`config.mk`:
```
export PLATFORM = sky130hd
export DESIGN_NAME = btn_event_queue
export DESIGN_NICKNAME = d
export VERILOG_FILES = /design/src/rtl/btn_event_queue.sv
export SDC_FILE = /design/constraint.sdc
export NUM_CORES = 1
export LEC_CHECK = 0
export ABC_AREA = 1
export BUFFER_PORTS_ARGS = -buffer_cell sky130_fd_sc_hd__buf_2
export CAP_MARGIN = 20
export CORE_ASPECT_RATIO = 0.6
export CORE_MARGIN = 8
export CORE_UTILIZATION = 35
export DETAILED_ROUTE_END_ITERATION = 16
export PLACE_DENSITY_LB_ADDON = 0.15
export SYNTH_ARGS = -nofsm -noshare
export SYNTH_HDL_FRONTEND = slang
export SYNTH_SLANG_ARGS = --single-unit
```
`constraint.sdc`:
```
create_clock -name clk -period 3.1 [get_ports clk]
set_input_delay 0.62 -clock clk [delete_from_list [all_inputs] [get_ports clk]]
set_output_delay 0.62 -clock clk [all_outputs]
set_load 0.005 [all_outputs]
```
`src/rtl/btn_event_queue.sv`:
```
`default_nettype none
// ============================================================================
//  Module   : btn_event_queue
//  Brief    : Push-button event controller. Synchronises and debounces each
//             button, arbitrates presses into one timestamped stream, queues
//             the events in a small FIFO drained over an Avalon-MM slave and
//             raises a level interrupt while events are pending.
//  Revision : 1.0  initial release
// ============================================================================
module btn_event_queue #(
  parameter int NUM_BTN         = 3,      // 1..4
  parameter bit ACTIVE_LOW      = 1'b1,   // 1: pin low means pressed
  parameter int DEBOUNCE_CYCLES = 50000,  // 2..65535
  parameter int FIFO_DEPTH      = 8       // power of 2, 2..16
) (
  input  logic               clk,
  input  logic               reset_n,
  input  logic [NUM_BTN-1:0] in_port,
  input  logic [1:0]         address,
  input  logic               chipselect,
  input  logic               read_n,
  input  logic               write_n,
  input  logic [31:0]        writedata,
  output logic [31:0]        readdata,
  output logic               irq
);

  // --------------------------------------------------------------------------
  // Constants
  // --------------------------------------------------------------------------
  localparam int                 PTR_W    = $clog2(FIFO_DEPTH);
  localparam int                 CNT_W    = 5;
  localparam int                 ENTRY_W  = 19;  // {overflow, index[1:0], timestamp[15:0]}
  localparam logic [15:0]        DB_LAST  = 16'(DEBOUNCE_CYCLES - 1);
  localparam logic [CNT_W-1:0]   DEPTH_C  = CNT_W'(FIFO_DEPTH);
  // Synchroniser flops start at the released pin level so that leaving reset
  // never looks like the start of a press.
  localparam logic [NUM_BTN-1:0] PIN_IDLE = ACTIVE_LOW ? '1 : '0;

  // --------------------------------------------------------------------------
  // Input path and debounce state
  // --------------------------------------------------------------------------
  logic [NUM_BTN-1:0] sync1_q, sync1_d;
  logic [NUM_BTN-1:0] sync2_q, sync2_d;
  logic [NUM_BTN-1:0] level;
  logic [15:0]        db_cnt_q [NUM_BTN];
  logic [15:0]        db_cnt_d [NUM_BTN];
  logic [NUM_BTN-1:0] stable_q, stable_d;
  logic [NUM_BTN-1:0] rise;
  logic [NUM_BTN-1:0] pending_q, pending_d;

  // --------------------------------------------------------------------------
  // Bus decode
  // --------------------------------------------------------------------------
  logic rd_acc;
  logic wr_acc;
  logic pop;
  logic flush;
  logic ovf_clr;

  // --------------------------------------------------------------------------
  // Arbiter
  // --------------------------------------------------------------------------
  logic               push_req;
  logic [1:0]         push_idx;
  logic [NUM_BTN-1:0] push_mask;

  // --------------------------------------------------------------------------
  // Timestamp, FIFO and register state
  // --------------------------------------------------------------------------
  logic [15:0]        ts_q, ts_d;
  logic [ENTRY_W-1:0] fifo_mem_q [FIFO_DEPTH];
  logic [PTR_W-1:0]   wr_ptr_q, wr_ptr_d;
  logic [PTR_W-1:0]   rd_ptr_q, rd_ptr_d;
  logic [CNT_W-1:0]   count_q, count_d;
  logic               overflow_q, overflow_d;
  logic               push_do;
  logic               fifo_empty;
  logic               fifo_full;
  logic [ENTRY_W-1:0] head_entry;
  logic [31:0]        head_word;
  logic               irq_en_q, irq_en_d;
  logic               irq_q, irq_d;
  logic [31:0]        readdata_q, readdata_d;

  // Only the two control bits of writedata are ever decoded.
  logic unused_wdata;
  assign unused_wdata = &{1'b0, writedata[31:2]};

  // 2-flop synchroniser feeding the debouncers; polarity is normalised so
  // that 1 always means pressed from here on.
  always_comb begin
    sync1_d = in_port;
    sync2_d = sync1_q;
    level   = ACTIVE_LOW ? ~sync2_q : sync2_q;
  end

  // Per-button debounce: a level change is accepted only after it has been
  // seen on DEBOUNCE_CYCLES consecutive clocks; any return to the stable
  // level restarts the count.
  always_comb begin
    stable_d = stable_q;
    for (int i = 0; i < NUM_BTN; i++) begin
      db_cnt_d[i] = '0;
      if (level[i] != stable_q[i]) begin
        if (db_cnt_q[i] == DB_LAST) begin
          stable_d[i] = level[i];
        end else begin
          db_cnt_d[i] = db_cnt_q[i] + 16'd1;
        end
      end
    end
    rise = stable_d & ~stable_q;
  end

  // Avalon strobes and the side effects they trigger in the access cycle.
  always_comb begin
    rd_acc     = chipselect & ~read_n;
    wr_acc     = chipselect & ~write_n;
    fifo_empty = (count_q == '0);
    fifo_full  = (count_q == DEPTH_C);
    pop        = rd_acc & (address == 2'd1) & ~fifo_empty;
    flush      = wr_acc & (address == 2'd3) & writedata[0];
    ovf_clr    = wr_acc & (address == 2'd3) & writedata[1];
  end

  // Fixed-priority arbiter: lowest-index pending button wins. A flush
  // suppresses the push because it discards everything pending anyway.
  always_comb begin
    push_idx = '0;
    for (int i = NUM_BTN - 1; i >= 0; i--) begin
      if (pending_q[i]) begin
        push_idx = 2'(i);
      end
    end
    push_mask = pending_q & (~pending_q + NUM_BTN'(1));
    push_req  = (|pending_q) & ~flush;
    // A press landing on a bit that is being pushed this cycle re-arms it,
    // while a press on an already pending bit simply merges.
    pending_d = flush ? '0 : ((pending_q & ~push_mask) | rise);
  end

  // FIFO bookkeeping. A pop in the same cycle frees the slot a push into a
  // full queue needs, so only a push into a full queue without a pop drops.
  // A new drop takes priority over a simultaneous overflow clear.
  always_comb begin
    wr_ptr_d   = wr_ptr_q;
    rd_ptr_d   = rd_ptr_q;
    count_d    = count_q;
    overflow_d = overflow_q & ~ovf_clr;
    push_do    = 1'b0;
    if (flush) begin
      wr_ptr_d = '0;
      rd_ptr_d = '0;
      count_d  = '0;
    end else begin
      if (push_req) begin
        if (fifo_full && !pop) begin
          overflow_d = 1'b1;
        end else begin
          push_do = 1'b1;
        end
      end
      if (pop) begin
        rd_ptr_d = rd_ptr_q + PTR_W'(1);
      end
      if (push_do) begin
        wr_ptr_d = wr_ptr_q + PTR_W'(1);
      end
      case ({push_do, pop})
        2'b10:   count_d = count_q + CNT_W'(1);
        2'b01:   count_d = count_q - CNT_W'(1);
        default: count_d = count_q;
      endcase
    end
  end

  // Head-of-queue word as the CPU sees it; an empty queue reads as zero.
  always_comb begin
    head_entry = fifo_mem_q[rd_ptr_q];
    head_word  = '0;
    if (!fifo_empty) begin
      head_word = {1'b1, head_entry[18], 12'd0, head_entry[17:16], head_entry[15:0]};
    end
  end

  // Register file next state: read mux, irq enable and the interrupt level.
  // readdata holds its value between read accesses.
  always_comb begin
    ts_d       = ts_q + 16'd1;
    irq_en_d   = irq_en_q;
    irq_d      = irq_en_q & ~fifo_empty;
    readdata_d = readdata_q;
    if (wr_acc && (address == 2'd2)) begin
      irq_en_d = writedata[0];
    end
    if (rd_acc) begin
      case (address)
        2'd0:    readdata_d = {{(32 - NUM_BTN){1'b0}}, stable_q};
        2'd1:    readdata_d = head_word;
        2'd2:    readdata_d = {31'd0, irq_en_q};
        default: readdata_d = {22'd0, fifo_full, overflow_q, 3'd0, count_q};
      endcase
    end
  end

  // Input, debounce and pending state registers.
  always_ff @(posedge clk or negedge reset_n) begin
    if (!reset_n) begin
      sync1_q   <= PIN_IDLE;
      sync2_q   <= PIN_IDLE;
      stable_q  <= '0;
      pending_q <= '0;
      for (int i = 0; i < NUM_BTN; i++) begin
        db_cnt_q[i] <= '0;
      end
    end else begin
      sync1_q   <= sync1_d;
      sync2_q   <= sync2_d;
      stable_q  <= stable_d;
      pending_q <= pending_d;
      for (int i = 0; i < NUM_BTN; i++) begin
        db_cnt_q[i] <= db_cnt_d[i];
      end
    end
  end

  // Queue control, timestamp and register-file state.
  always_ff @(posedge clk or negedge reset_n) begin
    if (!reset_n) begin
      ts_q       <= '0;
      wr_ptr_q   <= '0;
      rd_ptr_q   <= '0;
      count_q    <= '0;
      overflow_q <= 1'b0;
      irq_en_q   <= 1'b0;
      irq_q      <= 1'b0;
      readdata_q <= '0;
    end else begin
      ts_q       <= ts_d;
      wr_ptr_q   <= wr_ptr_d;
      rd_ptr_q   <= rd_ptr_d;
      count_q    <= count_d;
      overflow_q <= overflow_d;
      irq_en_q   <= irq_en_d;
      irq_q      <= irq_d;
      readdata_q <= readdata_d;
    end
  end

  // Event storage; contents are only meaningful between the pointers, so
  // the array itself needs no reset.
  always_ff @(posedge clk) begin
    if (push_do) begin
      fifo_mem_q[wr_ptr_q] <= {overflow_q, push_idx, ts_q};
    end
  end

  assign readdata = readdata_q;
  assign irq      = irq_q;

endmodule
`default_nettype wire

```
==> flow_summary_export.csv <==
group,metric,value,unit
outcome,status,"finished, final reports clean",
layout,fill_cells,3199,
sta,period_needed,2.23,ns
synthesis,yosys_register_bits,262,
route,drc,0,
route,num_vias,7646,
die,coreArea,0.0324,mm^2
clocking,cts_made_buffers,26,
sta,rsz0062_at_grt,"no",
layout,multiInputGateArea,0.00355,mm^2
setup_path,crit_type,"reg -> reg",
setup_path,cp.arrival,2.66,ns
die,fp.dieH,156,um
grt,antenna_found_initial,0,
setup_path,crit_required,3.53,ns
die,chipWidth,250,um
grt,overflow,0,
synthesis,synth_top_area_share,0.399,
synthesis,yosysMostFrequentCell,"nor2_1",
sta,hold_viol_final,0,
layout,instances_no_fill,1581,
clocking,clock_path_buffers,3,
route,detail-route-antenna-nets,0,
placed_design,pre_cts_ws,0.536,ns
die,row_count,51,
sta,tns,0,ns
worst_hold_path,hold_path.class,"in -> reg",
sta,period_share,0.720,
sta,worstMarginPinSlew,0.894,ns
sta,slew_headroom,0.404,
setup_path,start_kind,"flop",
die,dieArea,0.0390,mm^2
clocking,h-tree-depth,1,
sta,max_freq,448,MHz
sta,slew_violations,0,
sta,layout_setup_ws,0.867,ns
power_and_ir_drop,p_per_area,690,mW/mm^2
flow_run,max_cap_violations,0,
synthesis,synth_edf_count,152,
synthesis,synth_area_leaders,"edfxtp_1, dfrtp_1, nor2_1, nand2_1, o21ai_0",
synthesis,yosysWarnings,0,
power_and_ir_drop,max-vdd-ir-drop,447,uV
sta,finClkSkew,0.00990,ns
grt,grt_first_pass_wirelength,44100,um
placed_design,io_buffers,32,
setup_path,crit_fanout,7,
synthesis,synthTopCellsByCount,"nor2_1, nand2_1, edfxtp_1, dfrtp_1, inv_1",
grt,grt_usage,0.144,
clocking,cts_num_sinks,262,
layout,num_antenna_cells,0,
grt,grt_pass1_vias,7265,
synthesis,syn_area_per_cell,10.6,um^2
route,drtIter0Drc,613,
route,drtPass1Iterations,5,
placed_design,routabilityCongestion,0.775,
synthesis,yosysSeqAreaShare,0.640,
layout,drive_gt1_frac,0.136,
worst_hold_path,hold_start,"in_port[0]",
layout,syn_to_final_growth,14.3,%
setup_path,r2r_start,"count_q[1]",
setup_path,cp-startpoint,"count_q[1]",
placed_design,dp_cells,1532,
synthesis,synthFlopType,"edfxtp_1",
placed_design,dpl.hpwl,17900,um
synthesis,syn_area,0.0115,mm^2
clocking,path_clk_slew,0.06,ns
grt,grt_max_degree,83,
clocking,cts-root-buf,"clkbuf_16",
route,routedWlPerCell,17.6,um
setup_path,worst_setup_path_end_kind,"flop",
die,io-pin-count,75,
route,viasPerCell,4.84,
synthesis,async_reset_ff_frac,0.420,
clocking,worstSkewPairLatency,0.54,ns
die,initial_utilization,0.354,
synthesis,yosysTopAreaCell,"edfxtp_1",
clocking,cts_resized,0,
synthesis,syn_inst,1084,
sta,holdWs,0.178,ns
power_and_ir_drop,p_leak,5.46,nW
clocking,cts_setup_buffers,0,
layout,nets,1189,
clocking,cts_tree,"done",
layout,area.sequential,0.00733,mm^2
sta,setup_viol,0,
route,route.final.wire_length,27800,um
synthesis,yosysUniqueCellTypes,46,
==> per-stage QoR <==
| step | power [mW] | util | instance area [um^2] |
|---|---|---|---|
| floorplan | 5.24 | - | 11500 |
| CTS | 9.15 | 0.404 | 13100 |
| global placement | 5.83 | 0.377 | 12200 |
| global route | 9.55 | 0.404 | 13100 |
| finish | 9.02 | 0.404 | 13100 |
| detailed placement | 5.82 | 0.377 | 12200 |
==> flip-flops by register name, summed over array words and instances, names as in the netlist <==
signal      count
rd_ptr_q        3
sync2_q         3
ts_q           16
wr_ptr_q        3
stable_q        3
sync1_q         3
readdata       20
overflow_q      1
count_q         5
irq             1
pending_q       3
fifo_mem_q    152
irq_en_q        1
db_cnt_q       48
==> cells by family after synthesis <==
group / share of synthesized area
fa+ha+maj: 0.0116
compound gates: 0.0866
buf+inv: 0.0554
xor+xnor: 0.0229
simple gates: 0.184
other cells: 0.000327
flops: 0.640
==> where the power goes <==
part	internal (mW)	switching, mW
sequential	3.79	0.0921
clock	1.94	1.35
combinational	0.567	1.28
==> cell type report <==
class	instances	share of cell area
timing repair buffer	58	0.0295
tap	424	0.0405
sequential	262	0.560
clock buffer	34	0.0567
multi-input combinational	685	0.272
clock inverter	14	0.0114
inverter	104	0.0304
==> placed cells by master, fill, tap and decap left out, types with 3 or more instances in the layout <==
cell type / Yosys / final
inv_2: 6 / 6
a21oi_1: 33 / 33
buf_2: 12 / 31
dfstp_2: 6 / 6
nor2_1: 164 / 156
inv_1: 95 / 95
o21ai_1: 7 / 7
ha_1: 9 / 9
edfxtp_1: 152 / 152
nor3_2: 3 / 3
nand2_2: 5 / 5
nor3b_1: 3 / 3
o21ai_0: 89 / 89
o211ai_1: 7 / 7
clkbuf_8: 0 / 4
clkbuf_1: 18 / 3
inv_4: 3 / 3
and3_1: 3 / 3
bufinv_16: 0 / 3
clkbuf_16: 0 / 27
dfrtp_1: 104 / 103
nor3_1: 25 / 25
xor2_1: 22 / 22
nor2_2: 7 / 15
nor2_4: 3 / 3
clkinv_2: 0 / 6
conb_1: 1 / 12
nand3_1: 67 / 67
buf_4: 13 / 24
nor3_4: 3 / 3
nand2_1: 158 / 158
nand2_4: 3 / 3
nand4_1: 9 / 9
o221ai_1: 24 / 24
xnor2_1: 8 / 8
==> final timing paths <==
check	depth (start not counted)	slack, ns	end
max in group asynchronous	3	1.79	sync1_q[0]
worst max register to register	14	0.87	count_q[4]
min in group asynchronous	2	0.51	db_cnt_q[22]
worst min register to register	0	0.36	sync2_q[1]
worst max-delay path	14	0.87	count_q[4]
worst min-delay path	1	0.18	sync1_q[0]
==> critical path: stages, from the launching register on <==
cell	delay (ns)
dfrtp_1	0.43
nor2_1	0.18
nand3_2	0.16
nand2_4	0.14
inv_4	0.05
nand2_4	0.11
inv_2	0.08
ha_1	0.32
a21oi_1	0.19
nand2_1	0.07
nand2_1	0.06
nand2_1	0.06
xor2_1	0.16
nand2_1	0.07
nand2_1	0.05
==> layer usage <==
| layer | global-route usage | vias up | part of all wire |
|---|---|---|---|
| met3 | 0.0250 | 30 | 0.044 |
| met2 | 0.194 | 152 | 0.39 |
| li1 | - | 3789 | - |
| met4 | 0.0233 | 0 | 0.014 |
| met1 | 0.235 | 3675 | 0.55 |
| met5 | 0 | - | 0 |
==> timing repair <==
action	in CTS	in global routing
hold buffers	1	0
endpoints found under the setup margin	0	0
hold endpoints to repair	15	0
Note: power is estimated with default switching activity, not from simulation.
